$ cat config.mk
export PLATFORM = sky130hd
export DESIGN_NAME = fb_ddram_wrbuf
export DESIGN_NICKNAME = d
export VERILOG_FILES = /design/src/rtl/fbwr_pkg.sv /design/src/rtl/fbwr_fifo.sv /design/src/rtl/fb_ddram_wrbuf.sv
export SDC_FILE = /design/constraint.sdc
export NUM_CORES = 1
export LEC_CHECK = 0
export BUFFER_PORTS_ARGS = -buffer_cell sky130_fd_sc_hd__buf_2
export CAP_MARGIN = 5
export CELL_PAD_IN_SITES_DETAIL_PLACEMENT = 0
export CELL_PAD_IN_SITES_GLOBAL_PLACEMENT = 1
export CORE_MARGIN = 1.5
export CORE_UTILIZATION = 35
export CTS_BUF_LIST = sky130_fd_sc_hd__clkbuf_8
export CTS_CLUSTER_DIAMETER = 40
export DETAILED_ROUTE_END_ITERATION = 12
export GPL_ROUTABILITY_DRIVEN = 1
export PLACE_DENSITY = 0.55
export SYNTH_ARGS = -nofsm -noshare
export SYNTH_HDL_FRONTEND = slang
export SYNTH_SLANG_ARGS = --single-unit
$ cat constraint.sdc
create_clock -name clk -period 7.6 [get_ports clk]
set_clock_uncertainty 0.2 [all_clocks]
set_input_delay 1.52 -clock clk [delete_from_list [all_inputs] [get_ports clk]]
set_output_delay 1.52 -clock clk [all_outputs]
set_load 0.005 [all_outputs]
$ cat src/rtl/fbwr_pkg.sv
// Shared definitions for the frame-buffer DDRAM write buffer: entry layout, byte-enable patterns, default region base.
// Latency: n/a (types and constants only).
// Backpressure: n/a.
package fbwr_pkg;

  // Queued entry: {fb[1:0], addr[22:2], data[31:0]}
  localparam int ENTRY_W = 55;

  // DDRAM region base; the frame buffers start at 0x24000000, 8 MB each
  localparam logic [6:0] MEM_BASE_DEF = 7'b0010010;

  // Byte enables for the low pixel, the high pixel and a fully merged word
  localparam logic [7:0] BE_LO  = 8'h0F;
  localparam logic [7:0] BE_HI  = 8'hF0;
  localparam logic [7:0] BE_ALL = 8'hFF;

  typedef struct packed {
    logic [1:0]  fb;
    logic [20:0] addr;   // byte address bits [22:2]
    logic [31:0] data;
  } fbwr_entry_t;

  // addr[2] selects which 32-bit half of the 64-bit word a pixel lands in
  function automatic logic [7:0] half_be(input logic hi);
    return hi ? BE_HI : BE_LO;
  endfunction

endpackage

$ cat src/rtl/fbwr_fifo.sv
// Simple-dual-port RAM FIFO with registered level, full and empty flags.
// Latency: a push is visible at the head (empty=0) one cycle later; the head is read combinationally from RAM.
// Backpressure: pushes while full are ignored (the caller flags them); pops while empty are ignored.
import fbwr_pkg::*;

module fbwr_fifo #(
  parameter int W     = ENTRY_W,
  parameter int DEPTH = 16,
  parameter int LW    = $clog2(DEPTH) + 1
) (
  input  logic          clk,
  input  logic          rst,
  input  logic          push_i,
  input  logic [W-1:0]  din_i,
  input  logic          pop_i,
  output logic [W-1:0]  dout_o,
  output logic [LW-1:0] level_o,
  output logic          full_o,
  output logic          empty_o
);

  localparam int AW = $clog2(DEPTH);

  logic [W-1:0]  mem_q [DEPTH];
  logic [AW-1:0] wr_ptr_q, rd_ptr_q;
  logic [LW-1:0] level_q, level_d;
  logic          full_q, empty_q;
  logic          push_ok, pop_ok;

  // Flags come from registered state only, so a pop cannot make room for a same-cycle push
  assign push_ok = push_i && !full_q;
  assign pop_ok  = pop_i && !empty_q;
  assign level_d = level_q + LW'(push_ok) - LW'(pop_ok);

  // Storage array; no reset needed since contents are only read behind a valid level
  always_ff @(posedge clk) begin
    if (push_ok) mem_q[wr_ptr_q] <= din_i;
  end

  // Pointers wrap naturally since DEPTH is a power of two; flags are precomputed from next level
  always_ff @(posedge clk or posedge rst) begin
    if (rst) begin
      wr_ptr_q <= '0;
      rd_ptr_q <= '0;
      level_q  <= '0;
      full_q   <= 1'b0;
      empty_q  <= 1'b1;
    end else begin
      if (push_ok) wr_ptr_q <= wr_ptr_q + AW'(1);
      if (pop_ok)  rd_ptr_q <= rd_ptr_q + AW'(1);
      level_q <= level_d;
      full_q  <= (level_d == LW'(DEPTH));
      empty_q <= (level_d == '0);
    end
  end

  assign dout_o  = mem_q[rd_ptr_q];
  assign level_o = level_q;
  assign full_o  = full_q;
  assign empty_o = empty_q;

endmodule

$ cat src/rtl/fb_ddram_wrbuf.sv
// Queues 32-bit frame-buffer pixel writes and issues them to DDRAM as single-beat 64-bit writes (optional pixel-pair merge: JTFRAME_FBWR_MERGE_EN).
// Latency: wr_req at cycle N shows DDRAM_WE at N+2 when idle; one write per clock sustained.
// Backpressure: DDRAM_BUSY holds the pending write; FIFO absorbs DEPTH more, further requests drop and set overflow.
import fbwr_pkg::*;

module fb_ddram_wrbuf #(
  parameter logic [6:0] MEM_BASE = MEM_BASE_DEF,
  parameter int         DEPTH    = 16,
  parameter int         LW       = $clog2(DEPTH) + 1
) (
  input  logic          clk,
  input  logic          rst,
  input  logic          wr_req,
  input  logic [1:0]    wr_fb,
  input  logic [22:0]   wr_addr,
  input  logic [31:0]   wr_data,
  output logic          full,
  output logic          overflow,
  input  logic          ovf_clr,
  output logic [LW-1:0] level,
  input  logic          DDRAM_BUSY,
  output logic [7:0]    DDRAM_BURSTCNT,
  output logic [28:0]   DDRAM_ADDR,
  output logic [63:0]   DDRAM_DIN,
  output logic [7:0]    DDRAM_BE,
  output logic          DDRAM_WE,
  output logic          DDRAM_RD
);

  localparam logic [0:0] ST_IDLE = 1'b0;
  localparam logic [0:0] ST_PEND = 1'b1;

  fbwr_entry_t          push_ent, head;
  logic [ENTRY_W-1:0]   head_raw;
  logic                 fifo_empty;
  logic                 pop, load, merge_ok;
  logic                 ovf_q, ovf_d;
  logic [0:0]           state_q, state_d;
  logic [28:0]          addr_q, addr_d;
  logic [63:0]          din_q, din_d;
  logic [7:0]           be_q, be_d;
  logic                 unused_addr_lsb;

  // Byte-lane bits of the address carry no information for 32-bit pixels
  assign unused_addr_lsb = ^wr_addr[1:0];

  assign push_ent = '{fb: wr_fb, addr: wr_addr[22:2], data: wr_data};
  assign head     = fbwr_entry_t'(head_raw);

  fbwr_fifo #(
    .W     (ENTRY_W),
    .DEPTH (DEPTH),
    .LW    (LW)
  ) u_fifo (
    .clk     (clk),
    .rst     (rst),
    .push_i  (wr_req),
    .din_i   (push_ent),
    .pop_i   (pop),
    .dout_o  (head_raw),
    .level_o (level),
    .full_o  (full),
    .empty_o (fifo_empty)
  );

  // Sticky drop flag; a drop in the same cycle as a clear wins
  always_comb begin
    ovf_d = ovf_q;
    if (ovf_clr)         ovf_d = 1'b0;
    if (wr_req && full)  ovf_d = 1'b1;
  end

`ifdef JTFRAME_FBWR_MERGE_EN
  // Fold the head into a stalled word when it targets the other, still-empty half of the same 64-bit word.
  // Requiring the target half's enables to be zero also rules out a second merge once BE is 8'hFF.
  assign merge_ok = (state_q == ST_PEND) && DDRAM_BUSY && !fifo_empty
                 && (head.fb == addr_q[21:20])
                 && (head.addr[20:1] == addr_q[19:0])
                 && (head.addr[0] ? (be_q[7:4] == 4'h0) : (be_q[3:0] == 4'h0));
`else
  assign merge_ok = 1'b0;
`endif

  // Output register control: load the head when idle or when the pending write is accepted
  always_comb begin
    state_d = state_q;
    addr_d  = addr_q;
    din_d   = din_q;
    be_d    = be_q;
    pop     = 1'b0;
    load    = 1'b0;
    case (state_q)
      ST_IDLE: begin
        if (!fifo_empty) load = 1'b1;
      end
      ST_PEND: begin
        if (!DDRAM_BUSY) begin
          if (!fifo_empty) load = 1'b1;
          else             state_d = ST_IDLE;
        end else if (merge_ok) begin
          pop = 1'b1;
          if (head.addr[0]) din_d[63:32] = head.data;
          else              din_d[31:0]  = head.data;
          be_d = BE_ALL;
        end
      end
      default: state_d = ST_IDLE;
    endcase
    if (load) begin
      pop     = 1'b1;
      state_d = ST_PEND;
      addr_d  = {MEM_BASE, head.fb, head.addr[20:1]};
      din_d   = {head.data, head.data};
      be_d    = half_be(head.addr[0]);
    end
  end

  // State and output register; reset abandons any pending write
  always_ff @(posedge clk or posedge rst) begin
    if (rst) begin
      state_q <= ST_IDLE;
      addr_q  <= '0;
      din_q   <= '0;
      be_q    <= '0;
      ovf_q   <= 1'b0;
    end else begin
      state_q <= state_d;
      addr_q  <= addr_d;
      din_q   <= din_d;
      be_q    <= be_d;
      ovf_q   <= ovf_d;
    end
  end

  assign overflow       = ovf_q;
  assign DDRAM_WE       = (state_q == ST_PEND);
  assign DDRAM_ADDR     = addr_q;
  assign DDRAM_DIN      = din_q;
  assign DDRAM_BE       = be_q;
  assign DDRAM_BURSTCNT = 8'd1;
  assign DDRAM_RD       = 1'b0;

endmodule

==> report_table.html, run 1 <==
<table>
<tr><th>Metric</th><th>Value</th></tr>
<tr><th colspan="2">Status</th></tr>
<tr><td>Run status</td><td>finished clean</td></tr>
<tr><th colspan="2">Detailed routing</th></tr>
<tr><td>Final wirelength</td><td>88210 um</td></tr>
<tr><td>Length of the first detailed-routing pass in iterations</td><td>4</td></tr>
<tr><td>Number of DRC markers in iteration 0</td><td>1352</td></tr>
<tr><td>Via density</td><td>5.050</td></tr>
<tr><td>Antenna-violating nets left</td><td>0</td></tr>
<tr><td>Remaining routing DRC violations</td><td>0</td></tr>
<tr><td>Routed wire per std cell</td><td>25.40 um</td></tr>
<tr><td>Total number of vias</td><td>17537</td></tr>
<tr><th colspan="2">Power</th></tr>
<tr><td>Pleak</td><td>13.87 nW</td></tr>
<tr><td>Power density cells</td><td>368.0 nW/um2</td></tr>
<tr><td>Relative contribution of the clock network to total power</td><td>28.8%</td></tr>
<tr><td>Cell Int Power</td><td>10.65 mW</td></tr>
<tr><td>Share of total power in combinational logic</td><td>26.2%</td></tr>
<tr><td>Share of total power in sequential cells</td><td>44.9%</td></tr>
<tr><td>Tot Pwr</td><td>15.38 mW</td></tr>
<tr><td>Peak supply drop</td><td>298.4 uV</td></tr>
<tr><td>Switching share of power</td><td>30.78%</td></tr>
<tr><td>Net Sw Power</td><td>4.734 mW</td></tr>
<tr><th colspan="2">Final layout</th></tr>
<tr><td>Nets</td><td>2024</td></tr>
<tr><td>Fraction of final layout cells sized beyond drive strength 1</td><td>31.63%</td></tr>
<tr><td>Total of fill cells in the finished design</td><td>9314</td></tr>
<tr><td>Layout Area Growth over Synthesis</td><td>14.73%</td></tr>
<tr><th colspan="2">Global routing</th></tr>
<tr><td>Via count of the first global-routing pass</td><td>18607</td></tr>
<tr><td>Met2 global-route usage</td><td>27.44%</td></tr>
<tr><td>Maximum number of pins on one net before global-route repair</td><td>149</td></tr>
<tr><td>Busiest grt layer</td><td>met2</td></tr>
<tr><td>Overall routing resource usage</td><td>16.69%</td></tr>
<tr><td>Global Route met3 Usage</td><td>3.313%</td></tr>
<tr><td>Remaining Overflow, GRT</td><td>0</td></tr>
<tr><td>Wire length of the first global-routing pass</td><td>127400 um</td></tr>
<tr><td>Antenna violations before repair</td><td>12</td></tr>
<tr><td>Met1 capacity usage during global routing</td><td>22.22%</td></tr>
<tr><th colspan="2">Worst setup path</th></tr>
<tr><td>End of the worst register-to-register path</td><td>u_fifo.mem_q[7][41]</td></tr>
<tr><td>Required time worst endpoint</td><td>7.79 ns</td></tr>
<tr><td>FF-to-FF path depth</td><td>4</td></tr>
<tr><td>Critical path class</td><td>input port to flop</td></tr>
<tr><td>Setup slack of the most critical reg-to-reg path</td><td>4.16 ns</td></tr>
<tr><td>Sort of element at the start of the critical path</td><td>input port</td></tr>
<tr><td>Critical Path AT</td><td>4.07 ns</td></tr>
<tr><td>Largest driver fanout on the critical path</td><td>44</td></tr>
<tr><td>Endpoint class of the critical path</td><td>flop</td></tr>
<tr><td>Reg-to-reg startpoint</td><td>u_fifo.full_o</td></tr>
<tr><th colspan="2">Clock network</th></tr>
<tr><td>Clock input transition at the sequential cells of the worst setup and hold paths</td><td>0.05 ns</td></tr>
<tr><td>TritonCTS buffer count</td><td>164</td></tr>
<tr><td>Number of buffers on the longest clock path</td><td>3</td></tr>
<tr><td>Cts hold-fix bufs</td><td>0</td></tr>
<tr><td>Master cell of the clock root buffer</td><td>clkbuf_8</td></tr>
<tr><td>Post-CTS setup repair buffer count</td><td>0</td></tr>
<tr><td>Clk Latency, worst-skew pair</td><td>0.80 ns</td></tr>
<tr><td>Cts repair resizes</td><td>0</td></tr>
<tr><td>CTS Sinks</td><td>954</td></tr>
<tr><td>Clock H-tree levels</td><td>4</td></tr>
<tr><td>TritonCTS clock tree</td><td>done</td></tr>
<tr><th colspan="2">Hold path</th></tr>
<tr><td>Tightest Hold Check Type</td><td>flop to flop</td></tr>
<tr><td>Min-Delay Path Depth</td><td>1</td></tr>
<tr><td>Hold path startpoint</td><td>u_fifo.empty_o</td></tr>
<tr><td>Hold endpoint</td><td>DDRAM_WE</td></tr>
<tr><th colspan="2">Synthesis</th></tr>
<tr><td>Post-synth EDFFs</td><td>880</td></tr>
<tr><td>Warnings, synthesis</td><td>0</td></tr>
<tr><td>Top flip-flop cell by instance count after synthesis</td><td>edfxtp_1</td></tr>
<tr><td>Sequential-to-total area share from yosys stat</td><td>77.63%</td></tr>
<tr><td>Cell area after technology mapping</td><td>36430 um2</td></tr>
<tr><td>Register bit count reported by yosys</td><td>954</td></tr>
<tr><td>Library cells used by synthesis</td><td>42</td></tr>
<tr><td>Synthesized area divided by synthesized cell count</td><td>21.24 um2</td></tr>
<tr><td>Gate count of the mapped netlist</td><td>1715</td></tr>
<tr><td>Synth async-reset ratio</td><td>7.757%</td></tr>
<tr><th colspan="2">Die</th></tr>
<tr><td>Starting Density</td><td>35.25%</td></tr>
<tr><td>Site Rows</td><td>118</td></tr>
<tr><td>Die Footprint</td><td>106000 um2</td></tr>
<tr><td>Number of top-level pins</td><td>180</td></tr>
<tr><td>Horiz. Die Dim</td><td>325.6 um</td></tr>
<tr><td>Die H</td><td>325.6 um</td></tr>
<tr><td>Area of the core</td><td>103300 um2</td></tr>
<tr><th colspan="2">Placed design</th></tr>
<tr><td># port buffers</td><td>163</td></tr>
<tr><td>Detailed-placement wirelength estimate</td><td>43320 um</td></tr>
<tr><td>Final weighted congestion in routability-driven placement</td><td>0.6805</td></tr>
<tr><th colspan="2">Timing</th></tr>
<tr><td>Timing-limited maximum frequency</td><td>0.2577 GHz</td></tr>
<tr><td>Total of endpoints with negative setup slack in the final report</td><td>0</td></tr>
<tr><td>Hold violation count in the final report</td><td>0</td></tr>
<tr><td>Setup repair after global routing missed its margin</td><td>no</td></tr>
<tr><td>Period utilisation layout</td><td>51.06%</td></tr>
<tr><td>Final-layout setup total negative slack</td><td>0 ns</td></tr>
<tr><td>Worst-case hold slack</td><td>0.2507 ns</td></tr>
<tr><td>Tightest slew margin relative to the limit</td><td>22.67%</td></tr>
<tr><td>Slew at the pin with the worst max-slew slack</td><td>1.160 ns</td></tr>
<tr><td>Final period demand of the worst path</td><td>3.881 ns</td></tr>
<tr><td>Slew Viols, Final</td><td>0</td></tr>
<tr><th colspan="2">Run</th></tr>
<tr><td># Max-Cap Violations</td><td>0</td></tr>
</table>
-- cells by family (layout without fill, tap and decap cells) --
logic type | Yosys count | after routing | share of synthesized area (%)
AND/OR/NAND/NOR | 132 | 132 | 1.765
flip-flops | 954 | 954 | 77.63
adder cells (fa/ha/maj) | 11 | 11 | 0.3984
multiplexers | 279 | 279 | 14.43
buffers and inverters | 158 | 521 | 2.456
other | 2 | 17 | 0.02062
AO/OA/AOI/OAI | 170 | 170 | 3.088
XOR/XNOR | 9 | 9 | 0.2164
-- how the worst max path moves through the flow --
| stage | from | end | slack [ns] | depth (start not counted) |
|---|---|---|---|---|
| 2_1_floorplan | wr_req | u_fifo.mem_q[3][0] | 1.03 | 4 |
| 3_3_place_gp | wr_req | u_fifo.mem_q[7][42] | 2.87 | 5 |
| 3_5_place_dp | wr_req | u_fifo.mem_q[7][41] | 2.86 | 5 |
| 4_1_cts | wr_req | u_fifo.mem_q[7][42] | 3.73 | 5 |
| 5_1_grt | wr_req | u_fifo.mem_q[7][41] | 3.50 | 5 |
| 6_report | wr_req | u_fifo.mem_q[7][41] | 3.72 | 5 |
-- cell usage after synthesis, types with 26 or more instances --
cell type	instances	area [um2]
a211oi_1	26	195.2
a22oi_1	26	195.2
buf_2	37	185.2
buf_4	64	480.5
clkbuf_1	34	127.6
dfrtp_1	73	1827
edfxtp_1	880	26430
mux2_2	28	315.3
mux2i_1	57	570.6
mux4_2	194	4369
nor2_1	44	165.2
nor2b_1	29	181.4
nor3_1	30	150.1
o21ai_0	49	245.2
o22ai_1	27	168.9
-- state kept, by name, summed over array words and instances, names as in the netlist --
name,cells
u_fifo.wr_ptr_q,4
DDRAM_ADDR,23
DDRAM_WE,1
u_fifo.rd_ptr_q,4
u_fifo.empty_o,1
u_fifo.mem_q,880
DDRAM_DIN,32
DDRAM_BE,2
u_fifo.full_o,1
u_fifo.level_o,5
overflow,1
-- layout make-up --
cell class	count	area (um2)	share of cell area, %
clock inverters	133	793.3	1.898
diodes	3	7.507	0.01796
clock buffers	172	2367	5.664
inverters	14	55.05	0.1317
multi-input cells	615	7422	17.76
well taps	1380	1727	4.131
repair buffers	202	1134	2.712
flip-flops and latches	954	28290	67.69
-- power groups by stage --
stage | Sequential, mW | Clock [mW] | Combinational, mW
after floorplan | 6.77 | 0 | 3.02
after global placement | 7.00 | 0 | 4.12
after detailed placement | 7.04 | 0 | 4.14
after CTS | 6.93 | 4.58 | 4.15
after global routing | 6.98 | 4.80 | 4.40
final | 6.91 | 4.43 | 4.04
-- layer usage --
| metal | wire length, um | vias to the layer above |
|---|---|---|
| li1 | - | 7501 |
| met1 | 38630 | 9405 |
| met2 | 43560 | 466 |
| met3 | 4074 | 157 |
| met4 | 1885 | 8 |
| met5 | 51 | - |
-- stage by stage --
stage          util (%)  std cells  cell area [um2]  setup WS, ns
6_report          40.44       3473            41790         3.719
4_1_cts           40.43       3470            41790         3.731
3_3_place_gp      37.37       3165            38630         2.872
3_5_place_dp      37.37       3165            38630         2.859
2_1_floorplan         -       1727            36470         1.032
5_1_grt           40.44       3473            41790         3.502
-- placed cells by master (no fill, tap or decap), drive strengths merged, types with 8 or more instances in the layout --
cell type / synthesis / routed
edfxtp: 880 / 880
a211oi: 26 / 26
a22o: 25 / 25
nor2: 44 / 44
o21ai: 55 / 55
nand2: 14 / 14
nor2b: 29 / 29
mux2: 28 / 28
buf: 110 / 202
nor3: 30 / 30
bufinv: 0 / 8
a22oi: 26 / 26
ha: 10 / 10
inv: 14 / 81
o22ai: 27 / 27
clkbuf: 34 / 172
mux2i: 57 / 57
clkinv: 0 / 52
mux4: 194 / 194
conb: 2 / 14
dfrtp: 73 / 73
-- critical path, cell delays in order --
cell and delay, ns:
buf_2 0.09, nor2b_1 0.58, nand2_1 0.43, nor2_4 0.52
buf_4 0.85
No activity file was read; power rests on OpenSTA's default activity.
==> run 2: changes to the inputs <==
clock period = 3.8 ns   (was 7.6 ns; I/O delays follow)
==> run 2 against run 1 <==
Net effect:
- critical path depth up 8
- combinational power up 110%
- non-clock buffer count up 38
- sequential power up 100%
- clock-buffer cell count up 4
- largest power group unchanged
- flip-flop and latch count unchanged
- design area up 1.1%
==> report_table.html, run 2 (synthesis results as in run 1) <==
<table>
<tr><th>Metric</th><th>Value</th></tr>
<tr><th colspan="2">Timing</th></tr>
<tr><td>Worst-case hold slack</td><td>0.1127 ns</td></tr>
<tr><td>Setup repair after global routing missed its margin</td><td>no</td></tr>
<tr><td>Period utilisation layout</td><td>76.34%</td></tr>
<tr><td>Slew Viols, Final</td><td>0</td></tr>
<tr><td>Hold violation count in the final report</td><td>0</td></tr>
<tr><td>Timing-limited maximum frequency</td><td>0.3447 GHz</td></tr>
<tr><td>Total of endpoints with negative setup slack in the final report</td><td>0</td></tr>
<tr><td>Tightest slew margin relative to the limit</td><td>26.52%</td></tr>
<tr><td>Slew at the pin with the worst max-slew slack</td><td>1.102 ns</td></tr>
<tr><td>Setup slack after layout</td><td>0.8991 ns</td></tr>
<tr><td>Final period demand of the worst path</td><td>2.901 ns</td></tr>
<tr><td>Final-layout setup total negative slack</td><td>0 ns</td></tr>
<tr><th colspan="2">Global routing</th></tr>
<tr><td>Remaining Overflow, GRT</td><td>0</td></tr>
<tr><td>Antenna violations before repair</td><td>10</td></tr>
<tr><td>Wire length of the first global-routing pass</td><td>126000 um</td></tr>
<tr><td>Via count of the first global-routing pass</td><td>18720</td></tr>
<tr><td>Overall routing resource usage</td><td>16.39%</td></tr>
<tr><td>Maximum number of pins on one net before global-route repair</td><td>45</td></tr>
<tr><th colspan="2">Detailed routing</th></tr>
<tr><td>Via density</td><td>4.982</td></tr>
<tr><td>Amount of wire on met2 after detailed routing</td><td>43490 um</td></tr>
<tr><td>Length of the first detailed-routing pass in iterations</td><td>5</td></tr>
<tr><td>Remaining routing DRC violations</td><td>0</td></tr>
<tr><td>Routed wire per std cell</td><td>24.65 um</td></tr>
<tr><td>Total length of routed met3 wires</td><td>3933 um</td></tr>
<tr><td>Total number of vias</td><td>17457</td></tr>
<tr><td>Antenna-violating nets left</td><td>0</td></tr>
<tr><td>Number of DRC markers in iteration 0</td><td>1209</td></tr>
<tr><td>Uppermost routed layer</td><td>met5</td></tr>
<tr><td>Final wirelength</td><td>86380 um</td></tr>
<tr><td>Met1 routed wirelength after detailed routing</td><td>37450 um</td></tr>
<tr><th colspan="2">Final layout</th></tr>
<tr><td>Largest register FFs</td><td>880</td></tr>
<tr><td>Non-Filler Cell Area, Final</td><td>42260 um2</td></tr>
<tr><td>Most common library cell in the layout ignoring fill and taps</td><td>edfxtp_1</td></tr>
<tr><td>Utilization after layout</td><td>40.89%</td></tr>
<tr><td>Top reg by flops</td><td>u_fifo.mem_q</td></tr>
<tr><td>Layout Area Growth over Synthesis</td><td>16.01%</td></tr>
<tr><td>Commonest cells after routing, fill and taps aside</td><td>edfxtp_1, mux4_2, clkbuf_8</td></tr>
<tr><td>Nets</td><td>2060</td></tr>
<tr><td>Fraction of final layout cells sized beyond drive strength 1</td><td>32.89%</td></tr>
<tr><td>Total of fill cells in the finished design</td><td>9217</td></tr>
<tr><th colspan="2">Hold path</th></tr>
<tr><td>Tightest Hold Check Type</td><td>input port to flop</td></tr>
<tr><th colspan="2">Placed design</th></tr>
<tr><td>Cell area reported after detailed placement</td><td>39080 um2</td></tr>
<tr><td>Detailed-placement wirelength estimate</td><td>45590 um</td></tr>
<tr><td>Post-placement worst setup slack</td><td>0.5987 ns</td></tr>
<tr><td>Final weighted congestion in routability-driven placement</td><td>0.6904</td></tr>
<tr><td># port buffers</td><td>163</td></tr>
<tr><th colspan="2">Die</th></tr>
<tr><td>Area of the core</td><td>103300 um2</td></tr>
<tr><td>Starting Density</td><td>35.25%</td></tr>
<tr><td>Site Rows</td><td>118</td></tr>
<tr><td>Die Footprint</td><td>106000 um2</td></tr>
<tr><td>Horiz. Die Dim</td><td>325.6 um</td></tr>
<tr><td>Number of top-level pins</td><td>180</td></tr>
<tr><td>Die H</td><td>325.6 um</td></tr>
<tr><th colspan="2">Clock network</th></tr>
<tr><td>Master cell of the clock root buffer</td><td>clkbuf_8</td></tr>
<tr><td>Clk Latency, worst-skew pair</td><td>0.82 ns</td></tr>
<tr><td>TritonCTS clock tree</td><td>done</td></tr>
<tr><td>CTS Sinks</td><td>954</td></tr>
<tr><td>Clock input transition at the sequential cells of the worst setup and hold paths</td><td>0.07 ns</td></tr>
<tr><td>TritonCTS buffer count</td><td>162</td></tr>
<tr><td>Clock H-tree levels</td><td>4</td></tr>
<tr><td>Number of buffers on the longest clock path</td><td>3</td></tr>
<tr><td>Cts repair resizes</td><td>0</td></tr>
<tr><th colspan="2">Status</th></tr>
<tr><td>Run status</td><td>finished clean</td></tr>
<tr><th colspan="2">Worst setup path</th></tr>
<tr><td>Setup slack of the most critical reg-to-reg path</td><td>0.97 ns</td></tr>
<tr><td>Buffers &amp; Inverters on Critical Path</td><td>5</td></tr>
<tr><td>Ordered list of cells on the worst path</td><td>dlygate4sd3_1, buf_2, a21o_2, inv_2, ha_1, inv_1, ha_1, inv_1, fa_1, nor2b_1, o21ai_0, and3_1, nor4_1</td></tr>
<tr><td>Family of cells with the greatest summed delay on the critical path</td><td>buffers and inverters</td></tr>
<tr><td>Delay of the slowest critical-path stage</td><td>0.53 ns</td></tr>
<tr><td>Critical path class</td><td>input port to flop</td></tr>
<tr><td>Endpoint class of the critical path</td><td>flop</td></tr>
<tr><td>Sort of element at the start of the critical path</td><td>input port</td></tr>
<tr><td>Critical Path AT</td><td>3.40 ns</td></tr>
<tr><td>Cell with the largest stage delay on the worst path</td><td>dlygate4sd3_1</td></tr>
<tr><td>Largest driver fanout on the critical path</td><td>4</td></tr>
<tr><td>Required time worst endpoint</td><td>4.30 ns</td></tr>
<tr><th colspan="2">Power</th></tr>
<tr><td>Power density cells</td><td>731.8 nW/um2</td></tr>
<tr><td>Peak supply drop</td><td>359.2 uV</td></tr>
<tr><td>Pleak</td><td>14.12 nW</td></tr>
<tr><th colspan="2">Run</th></tr>
<tr><td># Max-Cap Violations</td><td>0</td></tr>
</table>
## run 2: cell type report
cell class | instances | area [um2] | share of cell area, %
clock inverter | 123 | 715.7 | 1.694
clock buffer | 176 | 2422 | 5.732
multi-input combinational | 615 | 7441 | 17.61
inverter | 14 | 55.05 | 0.1303
timing repair buffer | 240 | 1604 | 3.796
sequential | 954 | 28290 | 66.94
antenna | 2 | 5.005 | 0.01184
tap | 1380 | 1727 | 4.086
## run 2: path summary, 6_finish.rpt
check	from	end	cells past startpoint
min in group asynchronous	rst	u_fifo.full_o	3
worst min-delay path	wr_data[29]	u_fifo.mem_q[8][29]	1
max in group asynchronous	rst	DDRAM_DIN[61]	4
worst max register to register	u_fifo.rd_ptr_q[0]	DDRAM_BE[6]	5
worst max-delay path	DDRAM_BUSY	u_fifo.full_o	13
worst min register to register	u_fifo.empty_o	DDRAM_WE	1
## run 2: power breakdown
part | internal, mW | switching, mW | total, mW
registers | 12.9 | 0.909 | 13.8
clock network | 4.65 | 4.13 | 8.78
logic | 3.91 | 4.45 | 8.36
## run 2: routing by layer
metal	vias to the layer above	track usage [%]
li1	7566	-
met4	8	4.550
met1	9337	21.26
met3	144	3.532
met2	402	27.81
met5	-	0
## run 2: timing repair
| item | 4_1_cts | 5_1_grt |
|---|---|---|
| hold buffers | 4 | 0 |
| buffers inserted | 0 | 0 |
| endpoints found under the hold margin | 33 | 0 |
## run 2: through the flow
step | total power [mW] | instances
6_report | 30.93 | 3504
3_3_place_gp | 22.48 | 3199
5_1_grt | 32.53 | 3503
3_5_place_dp | 22.58 | 3199
4_1_cts | 31.45 | 3502
2_1_floorplan | 19.56 | 1727
==> run 3: changes to the inputs <==
PLACE_DENSITY = 0.58   (was 0.55)
clock period = 2.53 ns   (was 3.8 ns; I/O delays follow)
==> run 3 against run 2 <==
Net effect:
- first-iteration DRC count is 4.8% higher
- worst hold slack better by 0.12 ns
- critical path type is now flop to flop
- total power is 54% higher
- worst setup slack worse by 0.82 ns
==> report_table.html, run 3 (synthesis results as in run 1) <==
<table>
<tr><th>Metric</th><th>Value</th></tr>
<tr><th colspan="2">Worst setup path</th></tr>
<tr><td>Critical Path AT</td><td>2.98 ns</td></tr>
<tr><td>Largest driver fanout on the critical path</td><td>2</td></tr>
<tr><td>Critical path class</td><td>flop to flop</td></tr>
<tr><td>Endpoint class of the critical path</td><td>flop</td></tr>
<tr><td>FF-to-FF path depth</td><td>10</td></tr>
<tr><td>Reg-to-reg startpoint</td><td>u_fifo.empty_o</td></tr>
<tr><td>End of the worst register-to-register path</td><td>u_fifo.empty_o</td></tr>
<tr><td>Sort of element at the start of the critical path</td><td>flop</td></tr>
<tr><td>Required time worst endpoint</td><td>3.06 ns</td></tr>
<tr><td>Setup slack of the most critical reg-to-reg path</td><td>0.08 ns</td></tr>
<tr><th colspan="2">Die</th></tr>
<tr><td>Die H</td><td>325.6 um</td></tr>
<tr><td>Number of top-level pins</td><td>180</td></tr>
<tr><td>Die Footprint</td><td>106000 um2</td></tr>
<tr><td>Starting Density</td><td>35.25%</td></tr>
<tr><td>Area of the core</td><td>103300 um2</td></tr>
<tr><td>Site Rows</td><td>118</td></tr>
<tr><td>Horiz. Die Dim</td><td>325.6 um</td></tr>
<tr><th colspan="2">Placed design</th></tr>
<tr><td># port buffers</td><td>163</td></tr>
<tr><td>Final weighted congestion in routability-driven placement</td><td>0.7072</td></tr>
<tr><td>Detailed-placement wirelength estimate</td><td>47260 um</td></tr>
<tr><th colspan="2">Timing</th></tr>
<tr><td>Hold violation count in the final report</td><td>0</td></tr>
<tr><td>Slew Viols, Final</td><td>0</td></tr>
<tr><td>Final period demand of the worst path</td><td>2.451 ns</td></tr>
<tr><td>Tightest slew margin relative to the limit</td><td>54.75%</td></tr>
<tr><td>Period utilisation layout</td><td>96.88%</td></tr>
<tr><td>Slew at the pin with the worst max-slew slack</td><td>0.6788 ns</td></tr>
<tr><td>Setup repair after global routing missed its margin</td><td>no</td></tr>
<tr><td>Timing-limited maximum frequency</td><td>0.4080 GHz</td></tr>
<tr><td>Final-layout setup total negative slack</td><td>0 ns</td></tr>
<tr><td>Worst-case hold slack</td><td>0.2290 ns</td></tr>
<tr><td>Total of endpoints with negative setup slack in the final report</td><td>0</td></tr>
<tr><th colspan="2">Final layout</th></tr>
<tr><td>Commonest cells after routing, fill and taps aside</td><td>edfxtp_1, mux4_2, clkbuf_8</td></tr>
<tr><td>Fraction of final layout cells sized beyond drive strength 1</td><td>33.17%</td></tr>
<tr><td>Utilization after layout</td><td>42.16%</td></tr>
<tr><td>Layout Area Growth over Synthesis</td><td>19.62%</td></tr>
<tr><td>Largest register FFs</td><td>880</td></tr>
<tr><td>Most common library cell in the layout ignoring fill and taps</td><td>edfxtp_1</td></tr>
<tr><td>Nets</td><td>2135</td></tr>
<tr><td>Top reg by flops</td><td>u_fifo.mem_q</td></tr>
<tr><th colspan="2">Run</th></tr>
<tr><td># Max-Cap Violations</td><td>0</td></tr>
<tr><th colspan="2">Power</th></tr>
<tr><td>Switching share of power</td><td>30.83%</td></tr>
<tr><td>Cell Int Power</td><td>32.89 mW</td></tr>
<tr><td>Share of total power in sequential cells</td><td>42.8%</td></tr>
<tr><td>Power density cells</td><td>1091 nW/um2</td></tr>
<tr><td>Net Sw Power</td><td>14.66 mW</td></tr>
<tr><td>Peak supply drop</td><td>551.2 uV</td></tr>
<tr><td>Tot Pwr</td><td>47.55 mW</td></tr>
<tr><td>Pleak</td><td>14.57 nW</td></tr>
<tr><td>Relative contribution of the clock network to total power</td><td>27.2%</td></tr>
<tr><td>Share of total power in combinational logic</td><td>30.0%</td></tr>
<tr><th colspan="2">Global routing</th></tr>
<tr><td>Via count of the first global-routing pass</td><td>19466</td></tr>
<tr><td>Wire length of the first global-routing pass</td><td>129300 um</td></tr>
<tr><td>Antenna violations before repair</td><td>3</td></tr>
<tr><td>Remaining Overflow, GRT</td><td>0</td></tr>
<tr><td>Overall routing resource usage</td><td>16.67%</td></tr>
<tr><td>Maximum number of pins on one net before global-route repair</td><td>75</td></tr>
<tr><th colspan="2">Hold path</th></tr>
<tr><td>Tightest Hold Check Type</td><td>input port to async pin</td></tr>
<tr><th colspan="2">Detailed routing</th></tr>
<tr><td>Total number of vias</td><td>17920</td></tr>
<tr><td>Final wirelength</td><td>87300 um</td></tr>
<tr><td>Antenna-violating nets left</td><td>0</td></tr>
<tr><td>Routed wire per std cell</td><td>24.45 um</td></tr>
<tr><td>Via density</td><td>5.018</td></tr>
<tr><td>Length of the first detailed-routing pass in iterations</td><td>5</td></tr>
<tr><td>Number of DRC markers in iteration 0</td><td>1267</td></tr>
<tr><td>Remaining routing DRC violations</td><td>0</td></tr>
<tr><th colspan="2">Clock network</th></tr>
<tr><td>Master cell of the clock root buffer</td><td>clkbuf_8</td></tr>
<tr><td>TritonCTS buffer count</td><td>158</td></tr>
<tr><td>CTS Sinks</td><td>954</td></tr>
<tr><td>TritonCTS clock tree</td><td>done</td></tr>
<tr><td>Clock H-tree levels</td><td>4</td></tr>
<tr><td>Clock input transition at the sequential cells of the worst setup and hold paths</td><td>0.06 ns</td></tr>
<tr><td>Clk Latency, worst-skew pair</td><td>0.81 ns</td></tr>
<tr><td>Number of buffers on the longest clock path</td><td>3</td></tr>
<tr><th colspan="2">Status</th></tr>
<tr><td>Run status</td><td>finished clean</td></tr>
</table>
-- run 3: worst max-delay path by stage --
stage	to	slack (ns)	startpoint	depth (start not counted)
final	u_fifo.empty_o	0.08	u_fifo.empty_o	10
after floorplan	u_fifo.mem_q[3][0]	-0.37	wr_req	4
after global routing	u_fifo.empty_o	0.002	u_fifo.empty_o	10
after detailed placement	u_fifo.empty_o	-0.33	DDRAM_BUSY	11
after global placement	u_fifo.empty_o	-0.38	DDRAM_BUSY	11
after CTS	u_fifo.full_o	-0.007	u_fifo.empty_o	10
-- run 3: layout make-up --
cell class	instances	area, um2
Timing Repair Buffer	319	2863
Clock inverter	116	698.2
Inverter	14	61.31
Multi-Input combinational cell	615	7577
Sequential cell	954	28290
Antenna cell	2	5.005
Tap cell	1380	1727
Fill cell	9078	59780
Clock buffer	171	2354
-- run 3: power by group through the flow --
stage               combinational (mW)  sequential, mW  clock (mW)
floorplan                         9.38            20.2           0
global placement                  14.2            20.6           0
detailed placement                14.3            20.7           0
CTS                               14.5            20.4        13.3
global route                      15.4            20.6        14.0
finish                            14.2            20.4        12.9
-- run 3: critical path, cell delays in order (launching register included) --
cell     delay [ns]
dfstp_2        0.53
a21o_4         0.10
inv_4          0.04
ha_4           0.21
inv_4          0.05
ha_4           0.12
inv_2          0.03
fa_2           0.52
inv_2          0.04
or3_4          0.38
nor4_4         0.14
-- run 3: repair_timing --
action	in CTS	in global routing
buffers inserted	1	0
resized for setup	10	3
hold endpoints to repair	959	0
pin swaps	3	1
hold buffers	60	0
setup endpoints to repair	2	2
cloned	0	0
-- run 3: routing by layer --
metal,share of wire (%),track usage (%)
met1,44,22.12
met5,0.031,0
met3,4.4,3.258
met2,50,27.70
met4,2.0,5.248
-- run 3: metrics by stage --
step	setup WS, ns	std cells	instance area [um2]
2_1_floorplan	-0.3714	1727	36730
3_3_place_gp	-0.3766	3221	39840
3_5_place_dp	-0.3273	3221	39840
4_1_cts	-0.006854	3569	43550
5_1_grt	0.002298	3570	43570
6_report	0.07893	3571	43570
